==> src/rtl/shell_sched_pkg.sv <==
// Shared constants, types and slot helpers for the shell scheduler.
package shell_sched_pkg;

    localparam int NUM_REQ  = 4;
    localparam int NUM_SLOT = 4;
    localparam int CW       = 5;

    localparam logic [CW-1:0] X_MAX     = 5'd24;
    localparam logic [CW-1:0] Y_MAX     = 5'd12;
    localparam logic [CW-1:0] OFF_FIELD = 5'd31;

    typedef enum logic [1:0] {
        DIR_UP    = 2'b00,
        DIR_DOWN  = 2'b01,
        DIR_LEFT  = 2'b10,
        DIR_RIGHT = 2'b11
    } dir_e;

    typedef struct packed {
        logic          act;
        logic [CW-1:0] x;
        logic [CW-1:0] y;
        dir_e          dir;
        logic [1:0]    owner;
    } slot_t;

    // Slot sitting on the field edge it is heading towards.
    function automatic logic at_edge(input slot_t s);
        logic e;
        e = 1'b0;
        case (s.dir)
            DIR_UP:    e = (s.y == 5'd0);
            DIR_DOWN:  e = (s.y == Y_MAX);
            DIR_LEFT:  e = (s.x == 5'd0);
            DIR_RIGHT: e = (s.x == X_MAX);
            default:   e = 1'b0;
        endcase
        return e;
    endfunction

    // Advance a slot by one cell in its stored direction.
    function automatic slot_t step_slot(input slot_t s);
        slot_t n;
        n = s;
        case (s.dir)
            DIR_UP:    n.y = s.y - 5'd1;
            DIR_DOWN:  n.y = s.y + 5'd1;
            DIR_LEFT:  n.x = s.x - 5'd1;
            DIR_RIGHT: n.x = s.x + 5'd1;
            default:   n = s;
        endcase
        return n;
    endfunction

    // Drop a slot off the field; direction and owner are left as they were.
    function automatic slot_t retire_slot(input slot_t s);
        slot_t n;
        n     = s;
        n.act = 1'b0;
        n.x   = OFF_FIELD;
        n.y   = OFF_FIELD;
        return n;
    endfunction

endpackage

==> src/rtl/shell_sched_rr_arbiter.sv <==
// Four-way combinational round-robin arbiter; search starts at ptr_i.
module rr_arbiter_4
    import shell_sched_pkg::*;
(
    input  logic [NUM_REQ-1:0] req_i,
    input  logic [1:0]         ptr_i,
    output logic [NUM_REQ-1:0] gnt_o
);

    logic [1:0] idx;

    // Walk offsets from farthest to nearest so the nearest requester wins.
    always_comb begin
        gnt_o = '0;
        idx   = '0;
        for (int i = NUM_REQ - 1; i >= 0; i--) begin
            idx = ptr_i + 2'(i);
            if (req_i[idx]) begin
                gnt_o      = '0;
                gnt_o[idx] = 1'b1;
            end
        end
    end

endmodule

==> src/rtl/shell_sched.sv <==
// Shell scheduler: grants shoot requests to free slots round-robin and
// moves/retires shells in flight. All outputs come straight from flops.
module shell_sched
    import shell_sched_pkg::*;
(
    input  logic                     clk,
    input  logic                     rst_n,
    input  logic                     enable,
    input  logic                     tick,
    input  logic [NUM_REQ-1:0]       req,
    input  logic [NUM_REQ*CW-1:0]    tank_x,
    input  logic [NUM_REQ*CW-1:0]    tank_y,
    input  logic [NUM_REQ*2-1:0]     tank_dir,
    input  logic [NUM_SLOT-1:0]      kill,
    output logic [NUM_SLOT*CW-1:0]   shell_x,
    output logic [NUM_SLOT*CW-1:0]   shell_y,
    output logic [NUM_SLOT-1:0]      shell_act,
    output logic [NUM_REQ-1:0]       busy,
    output logic [NUM_REQ-1:0]       grant
);

    slot_t              slot_q [NUM_SLOT];
    slot_t              slot_d [NUM_SLOT];
    logic [NUM_REQ-1:0] busy_q, busy_d;
    logic [NUM_REQ-1:0] grant_q, grant_d;
    logic [1:0]         ptr_q, ptr_d;

    logic [NUM_REQ-1:0] elig;
    logic [NUM_REQ-1:0] arb_gnt;
    logic [1:0]         win_idx;
    logic               slot_free;
    logic [1:0]         free_idx;
    logic [CW-1:0]      win_x, win_y;
    logic [1:0]         win_dir;

    assign elig = enable ? (req & ~busy_q) : '0;

    rr_arbiter_4 u_arb (
        .req_i (elig),
        .ptr_i (ptr_q),
        .gnt_o (arb_gnt)
    );

    // Lowest-numbered slot that is inactive going into this edge.
    always_comb begin
        slot_free = 1'b0;
        free_idx  = '0;
        for (int s = NUM_SLOT - 1; s >= 0; s--) begin
            if (!slot_q[s].act) begin
                slot_free = 1'b1;
                free_idx  = 2'(s);
            end
        end
    end

    // Encode the winning tank and fetch its position and heading.
    always_comb begin
        win_idx = '0;
        for (int r = 0; r < NUM_REQ; r++) begin
            if (arb_gnt[r]) win_idx = 2'(r);
        end
        case (win_idx)
            2'd0:    begin win_x = tank_x[4:0];   win_y = tank_y[4:0];   win_dir = tank_dir[1:0]; end
            2'd1:    begin win_x = tank_x[9:5];   win_y = tank_y[9:5];   win_dir = tank_dir[3:2]; end
            2'd2:    begin win_x = tank_x[14:10]; win_y = tank_y[14:10]; win_dir = tank_dir[5:4]; end
            default: begin win_x = tank_x[19:15]; win_y = tank_y[19:15]; win_dir = tank_dir[7:6]; end
        endcase
    end

    // Next state: kill beats movement, new shells skip the coincident tick,
    // busy is rebuilt from the owners of slots active after this edge.
    always_comb begin
        for (int s = 0; s < NUM_SLOT; s++) slot_d[s] = slot_q[s];
        busy_d  = busy_q;
        grant_d = grant_q;
        ptr_d   = ptr_q;
        if (enable) begin
            grant_d = '0;
            for (int s = 0; s < NUM_SLOT; s++) begin
                if (slot_q[s].act) begin
                    if (kill[s]) begin
                        slot_d[s] = retire_slot(slot_q[s]);
                    end else if (tick) begin
                        if (at_edge(slot_q[s])) slot_d[s] = retire_slot(slot_q[s]);
                        else                    slot_d[s] = step_slot(slot_q[s]);
                    end
                end
            end
            if (slot_free && (|arb_gnt)) begin
                for (int s = 0; s < NUM_SLOT; s++) begin
                    if (free_idx == 2'(s)) begin
                        slot_d[s].act   = 1'b1;
                        slot_d[s].x     = win_x;
                        slot_d[s].y     = win_y;
                        slot_d[s].dir   = dir_e'(win_dir);
                        slot_d[s].owner = win_idx;
                    end
                end
                grant_d = arb_gnt;
                ptr_d   = win_idx + 2'd1;
            end
            busy_d = '0;
            for (int s = 0; s < NUM_SLOT; s++) begin
                for (int r = 0; r < NUM_REQ; r++) begin
                    if (slot_d[s].act && (slot_d[s].owner == 2'(r))) busy_d[r] = 1'b1;
                end
            end
        end
    end

    // State registers; reset parks every slot off the field.
    always_ff @(posedge clk or negedge rst_n) begin
        if (!rst_n) begin
            for (int s = 0; s < NUM_SLOT; s++) begin
                slot_q[s].act   <= 1'b0;
                slot_q[s].x     <= OFF_FIELD;
                slot_q[s].y     <= OFF_FIELD;
                slot_q[s].dir   <= DIR_UP;
                slot_q[s].owner <= 2'd0;
            end
            busy_q  <= '0;
            grant_q <= '0;
            ptr_q   <= '0;
        end else begin
            for (int s = 0; s < NUM_SLOT; s++) slot_q[s] <= slot_d[s];
            busy_q  <= busy_d;
            grant_q <= grant_d;
            ptr_q   <= ptr_d;
        end
    end

    // Flatten slot registers onto the output buses.
    always_comb begin
        for (int s = 0; s < NUM_SLOT; s++) begin
            shell_x[s*CW +: CW] = slot_q[s].x;
            shell_y[s*CW +: CW] = slot_q[s].y;
            shell_act[s]        = slot_q[s].act;
        end
    end

    assign busy  = busy_q;
    assign grant = grant_q;

endmodule

==> config.mk <==
export PLATFORM = sky130hd
export DESIGN_NAME = shell_sched
export DESIGN_NICKNAME = d
export VERILOG_FILES = /design/src/rtl/shell_sched_pkg.sv /design/src/rtl/shell_sched_rr_arbiter.sv /design/src/rtl/shell_sched.sv
export SDC_FILE = /design/constraint.sdc
export NUM_CORES = 1
export LEC_CHECK = 0
export CORE_ASPECT_RATIO = 0.9
export CORE_MARGIN = 4
export CORE_UTILIZATION = 55
export DETAILED_ROUTE_END_ITERATION = 7
export PLACE_DENSITY_LB_ADDON = 0.15
export SLEW_MARGIN = 15
export SYNTH_ARGS = -nofsm -noshare
export SYNTH_HDL_FRONTEND = slang
export SYNTH_HIERARCHICAL = 1
export SYNTH_SLANG_ARGS = --single-unit
==> constraint.sdc <==
create_clock -name clk -period 5.5 [get_ports clk]
set_clock_uncertainty 0.2 [all_clocks]
set_input_delay 1.65 -clock clk [delete_from_list [all_inputs] [get_ports clk]]
set_output_delay 1.65 -clock clk [all_outputs]
set_load 0.01 [all_outputs]
; Yosys cells after proc, flatten, opt, wreduce, memory -nomap -nowiden
; Cells that the tools add are included.
[op_classes]
n_mux = 102
eq_ne = 37
n_lt_le_gt_ge = 8
n_reduce_logical = 41
bitwise = 2
addsub = 20
[ops]
columns = cell, count
row1 = 2-to-1 mux 15 bit, 20
row2 = 2-to-1 mux 60 bit, 2
row3 = one-hot mux 5 bit (2 select lines), 8
row4 = 2-to-1 mux 1 bit, 45
row5 = adder 5 x 1 -> 5 bit (second input constant), 8
row6 = logical NOT 5 bit, 8
row7 = subtractor 5 x 1 -> 5 bit (second input constant), 8
row8 = == test 2 bit (second input constant), 19
row9 = one-hot mux 5 bit (3 select lines), 2
row10 = 2-to-1 mux 4 bit, 6
row11 = logical AND 1 bit, 21
row12 = == test 2 x 1 -> 1 bit (second input constant), 10
row13 = == test 5 x 4 -> 1 bit (second input constant), 4
row14 = == test 5 bit (second input constant), 4
row15 = logical NOT 2 bit, 10
row16 = one-hot mux 1 bit (4 select lines), 4
row17 = less-than comparator 2 x 3 -> 1 bit (second input constant), 4
row18 = 2-to-1 mux 2 bit, 6
row19 = binary-select mux 1 bit (select 2 bit), 4
row20 = demux 1 bit (select 2 bit), 4
row21 = >= comparator 2 x 1 -> 1 bit (second input constant), 4
row22 = one-hot mux 2 bit (3 select lines), 1
row23 = adder 2 x 1 -> 2 bit (second input constant), 2
row24 = adder 2 bit (second input constant), 2
row25 = 4 further kinds, 4
[totals]
reg_bits = 70
wordCells = 233
out_inout_bits = 52

; Depth between registers and ports, before layout
; Gate-level depths: netlist of the first run.
[depth]
ltp_word = 23
depth_mapped = 20
mapped_depth_nobuf = 16

; Cells and area by module
; The synthesis of the first run kept the hierarchy.
[modules_own_cells]
columns = module, cells_per_inst, area_per_inst_um2, instances
row1 = shell_sched, 703, 5975.7, 1
row2 = rr_arbiter_4, 47, 412.9, 1

; Worst setup path after synthesis of the first run
; No wires, ideal clock.
[synth_path]
path_type = in2reg
start = in enable
end = reg slot_q, in the netlist shell_y[4]
arrival_ns = 5.495
required_ns = 5.220
cell_stages = 18
n_path_buf = 4
slack_ns = -0.275
setup_ns = 0.080
path_cell_list = clkbuf_1 -> inv_1 -> clkbuf_1 -> buf_1 -> nor3b_1 -> mux4_2 -> nor2b_2 -> nand2_1 -> a31oi_1 -> or2_2 -> clkinv_1 -> ha_1 -> clkbuf_1 -> a222oi_1 -> a21oi_1 -> or2_1 -> a21oi_1 -> o2bb2ai_1
[synth_lines]
columns = item, line_no
row1 = "start, declared", shell_sched.sv:8  ; input logic enable,
row2 = 2-to-1 mux 4 bit *, shell_sched.sv:36  ; assign elig = enable ? (req & ~busy_q) : '0;
row3 = net elig[1], shell_sched.sv:28  ; logic [NUM_REQ-1:0] elig;
row4 = binary-select mux 1 bit (select 2 bit), shell_sched_rr_arbiter.sv:18  ; if (req_i[idx]) begin
row5 = 2-to-1 mux 1 bit (not written as such), shell_sched_rr_arbiter.sv:18
row6 = 2-to-1 mux 4 bit (3 in series), shell_sched_rr_arbiter.sv:18
row7 = 2-to-1 mux 4 bit *, shell_sched_rr_arbiter.sv:18
row8 = net arb_gnt[3], shell_sched.sv:29  ; logic [NUM_REQ-1:0] arb_gnt;
row9 = 2-to-1 mux 2 bit, shell_sched.sv:60  ; if (arb_gnt[r]) win_idx = 2'(r);
row10 = "== test 2 bit, or another cell as far along", shell_sched.sv:62  ; case (win_idx)
row11 = one-hot mux 5 bit (3 select lines), shell_sched.sv:62
row12 = 2-to-1 mux 15 bit, shell_sched.sv:91  ; if (free_idx == 2'(s)) begin
row13 = 2-to-1 mux 60 bit *, shell_sched.sv:89  ; if (slot_free && (|arb_gnt)) begin
row14 = 2-to-1 mux 60 bit *, shell_sched.sv:77  ; if (enable) begin
row15 = "end, declared", shell_sched.sv:22  ; slot_t slot_q [NUM_SLOT];
; The timed path passes the listed nets; every way through them passes the cells marked *. The select of a mux whose other input is x is not followed.
; A chain may end at the register's enable or synchronous reset.

; Worst setup path in the final report of the first run
[layout_path]
start = in req[3]
end = reg slot_q, in the netlist shell_x[4]
[layout_lines]
columns = item, line_no
row1 = "start, declared", shell_sched.sv:10  ; input logic [NUM_REQ-1:0] req,
row2 = bitwise AND 4 bit *, shell_sched.sv:36
row3 = 2-to-1 mux 4 bit *, shell_sched.sv:36
row4 = net elig[3], shell_sched.sv:28
row5 = binary-select mux 1 bit (select 2 bit), shell_sched_rr_arbiter.sv:18
row6 = 2-to-1 mux 1 bit (not written as such), shell_sched_rr_arbiter.sv:18
row7 = 2-to-1 mux 4 bit (3 in series), shell_sched_rr_arbiter.sv:18
row8 = 2-to-1 mux 4 bit *, shell_sched_rr_arbiter.sv:18
row9 = net arb_gnt[3], shell_sched.sv:29
row10 = 2-to-1 mux 2 bit, shell_sched.sv:60
row11 = "== test 2 bit, or another cell as far along", shell_sched.sv:62
row12 = one-hot mux 5 bit (3 select lines), shell_sched.sv:62
row13 = 2-to-1 mux 15 bit, shell_sched.sv:91
row14 = 2-to-1 mux 60 bit *, shell_sched.sv:89
row15 = 2-to-1 mux 60 bit *, shell_sched.sv:77
; Marked as above.

==> results of run 1 <==
how the worst max path moves through the flow:
stage,startpoint,end,slack [ns],depth (start not counted)
after global placement,req[1],shell_x[4],0.08,14
final,req[3],shell_x[4],0.20,14
after detailed placement,req[3],shell_x[4],-0.08,14
after floorplan,enable,shell_y[4],0.03,18
after CTS,req[3],shell_x[4],0.24,14
after global routing,req[1],shell_y[10],0.02,15
cell usage in the layout, fill, tap and decap left out, types with 21 or more instances in the layout:
master / instances
buf_4: 35
dfstp_2: 40
o22ai_1: 21
a21oi_1: 63
dfrtp_1: 30
ha_1: 36
nand2_1: 63
nor3_1: 30
nor2_1: 65
clkdlybuf4s50_1: 109
o21ai_0: 24
cells in the mapped netlist (19+ instances only):
| cell type | instances |
|---|---|
| a21o_1 | 19 |
| a21oi_1 | 63 |
| buf_4 | 44 |
| clkbuf_1 | 27 |
| dfrtp_1 | 30 |
| dfstp_2 | 40 |
| ha_1 | 36 |
| nand2_1 | 63 |
| nor2_1 | 65 |
| nor3_1 | 30 |
| o21ai_0 | 24 |
| o22ai_1 | 21 |
layer usage:
| layer | global-route usage | vias to the layer above | share of wire |
|---|---|---|---|
| li1 | - | 2914 | - |
| met1 | 0.403 | 3017 | 0.42 |
| met2 | 0.471 | 379 | 0.44 |
| met3 | 0.0878 | 56 | 0.11 |
| met4 | 0.110 | 2 | 0.031 |
| met5 | 0 | - | 0.00064 |
metrics by stage:
step / setup TNS [ns] / instances / area [um2] / util / hold WS [ns]
after global routing: 0 / 984 / 7770 / 0.682 / 0.333
after global placement: 0 / 969 / 7490 / 0.658 / 0.296
after CTS: 0 / 984 / 7770 / 0.682 / 0.314
after floorplan: 0 / 750 / 6420 / - / 0.269
after detailed placement: -0.0799 / 969 / 7490 / 0.658 / 0.298
final: 0 / 984 / 7770 / 0.682 / 0.317
area by class of cell:
type | count | area, um2
well taps | 156 | 195
repair buffers | 147 | 1380
flip-flops and latches | 70 | 1800
clock buffers | 12 | 256
fillers | 955 | 3620
inverters | 21 | 78.8
clock inverters | 3 | 20.0
multi-input cells | 575 | 4030
cells by family after synthesis:
logic type,after synthesis
AO/OA/AOI/OAI,235
XOR/XNOR,22
adder cells (fa/ha/maj),44
buffers and inverters,105
flip-flops,70
multiplexers,22
AND/OR/NAND/NOR,252
flip-flops by register name, summed over array words and instances (netlist names):
| signal | cells |
|---|---|
| busy | 4 |
| grant | 4 |
| ptr_q | 2 |
| shell_act | 4 |
| shell_x | 20 |
| shell_y | 20 |
| slot_q | 16 |
worst min-delay path: stages (launching register included):
cell and delay (ns):
dfrtp_1 0.36, nand2_1 0.05, o21ai_1 0.06
==> results.txt, run 1 <==
Tightest Pin Transition = 0.955 ns
clock sink total = 70
latest clock arrival within the worst-skew pair = 0.33 ns
GPL Wtd Cong = 0.894
I/O Pins = 112
Fmax = 189 MHz
ANT cells = 0
R2R cell count = 14
Mapped Area = 0.00639 mm2
DPL Wire Length = 14,600 um
area share of and/or/nand/nor cells after synthesis = 0.199
pre-CTS WS = -0.0775 ns
PnR worst setup slack = 0.200 ns
ANT nets after route = 0
sequential share of the synthesized area = 0.282
proportion of netlist area held by the largest area contributor = 0.165
Die Footprint = 0.0134 mm2
global-route wire length before repair = 31,900 um
Die Wd = 122 um
EDFF count, synth = 0
max-slew violations = 0
die height = 110 um
1st-pass router iterations = 7
max_slew headroom = 0.363
Avg Cell Area, Syn = 8.52 um2
postcts setup bufs = 0
largest net degree at the start of global routing = 71
family with the most delay on the worst path = compound AO/OA/AOI/OAI gates
Root Buffer Master = clkbuf_16
area delta synth->final = 21.6%
layout cells sized above 1 = 0.145
post-synth cell types = 83
r2r endpoint = shell_x[4]
kind of start point of the critical path = primary input
CTS Buf Count = 9
CP max FO = 12
syn nets = 854
most used flip-flop cell after synthesis = dfstp_2
CTS Buffer Depth = 2
# setup viols final = 0
Post-CTS Resized = 0
critical path's largest stage delay = 0.53 ns
Initial Utilization = 0.561
Critical R2R Launch = ptr_q[0]
H-tree Lvls = 3
mux contribution to synthesized area = 0.0441
Hold Startpoint = slot_q[15]
via-per-instance ratio = 6.47
Hold Crit Depth = 2
crit path capture type = flip-flop
grt total ovfl = 0
cell count after synthesis = 750
post-synthesis async set-or-reset flop share = 1.00
count of input and output buffers = 111
CTS clk-pin slew, worst paths = 0.06 ns
status = finished, final reports clean
synth top area cells = dfstp_2 16%, dfrtp_1 12%, ha_1 7.1%
Post-Synth Adder-Cell Area = 0.0956
max-cap viol count = 0
YS warnings = 6
cell chain of the critical path = clkdlybuf4s50_1 -> nor3b_2 -> mux4_2 -> nor2_1 -> a31oi_2 -> or2_2 -> clkinv_1 -> ha_1 -> a222oi_1 -> a21oi_1 -> buf_4 -> nor2_1 -> o21bai_1 -> a31o_1
Critical Path Most Common Cell = nor2_1
post-synthesis compound-gate area fraction = 0.257
Final period util = 0.964
XOR/XNOR Fraction of Synth Area = 0.0302
crit path buf inv count = 3
routed vias = 6,368
Critical Path Slowest Stage Cell = mux4_2
final hold vios = 0
worst hold endpoint = slot_q[15]
Total Nets Final = 928
Core Area = 0.0114 mm2
DRT Wirelength = 20,300 um
final period demand of the worst path = 5.30 ns
CTS tree = done
initial antenna violation count = 1
vias in the first global route = 5,998
Rows = 37
RSZ-0062 raised after global routing = false
detailed router's first-iteration violation count = 973
CTS Hold Bufs = 0
Reg2Reg Setup Slack = 1.00 ns
Synth Register Bits = 70
largest family of logic cells by synthesized area = compound AO/OA/AOI/OAI gates
WL per Instance = 20.7 um
Post-route DRC = 0
GRT Overall Usage = 0.303
worst path arrival time = 5.38 ns
Synth area leader = dfstp_2
critical path class = primary input to flip-flop
Worst EP required = 5.58 ns
Hold WC Path Type = flip-flop to flip-flop
Power of run 1 is not shown: default switching activity piles up to over one toggle a cycle in this logic, so the estimate is an artifact.
==> run 2: changes to the inputs <==
- ABC_CLOCK_PERIOD_IN_PS: unset -> 5500
==> results of run 2 <==
No change in the layout: final DEF, timing and power equal those of run 1.
Power of run 2 is left out for the same reason.
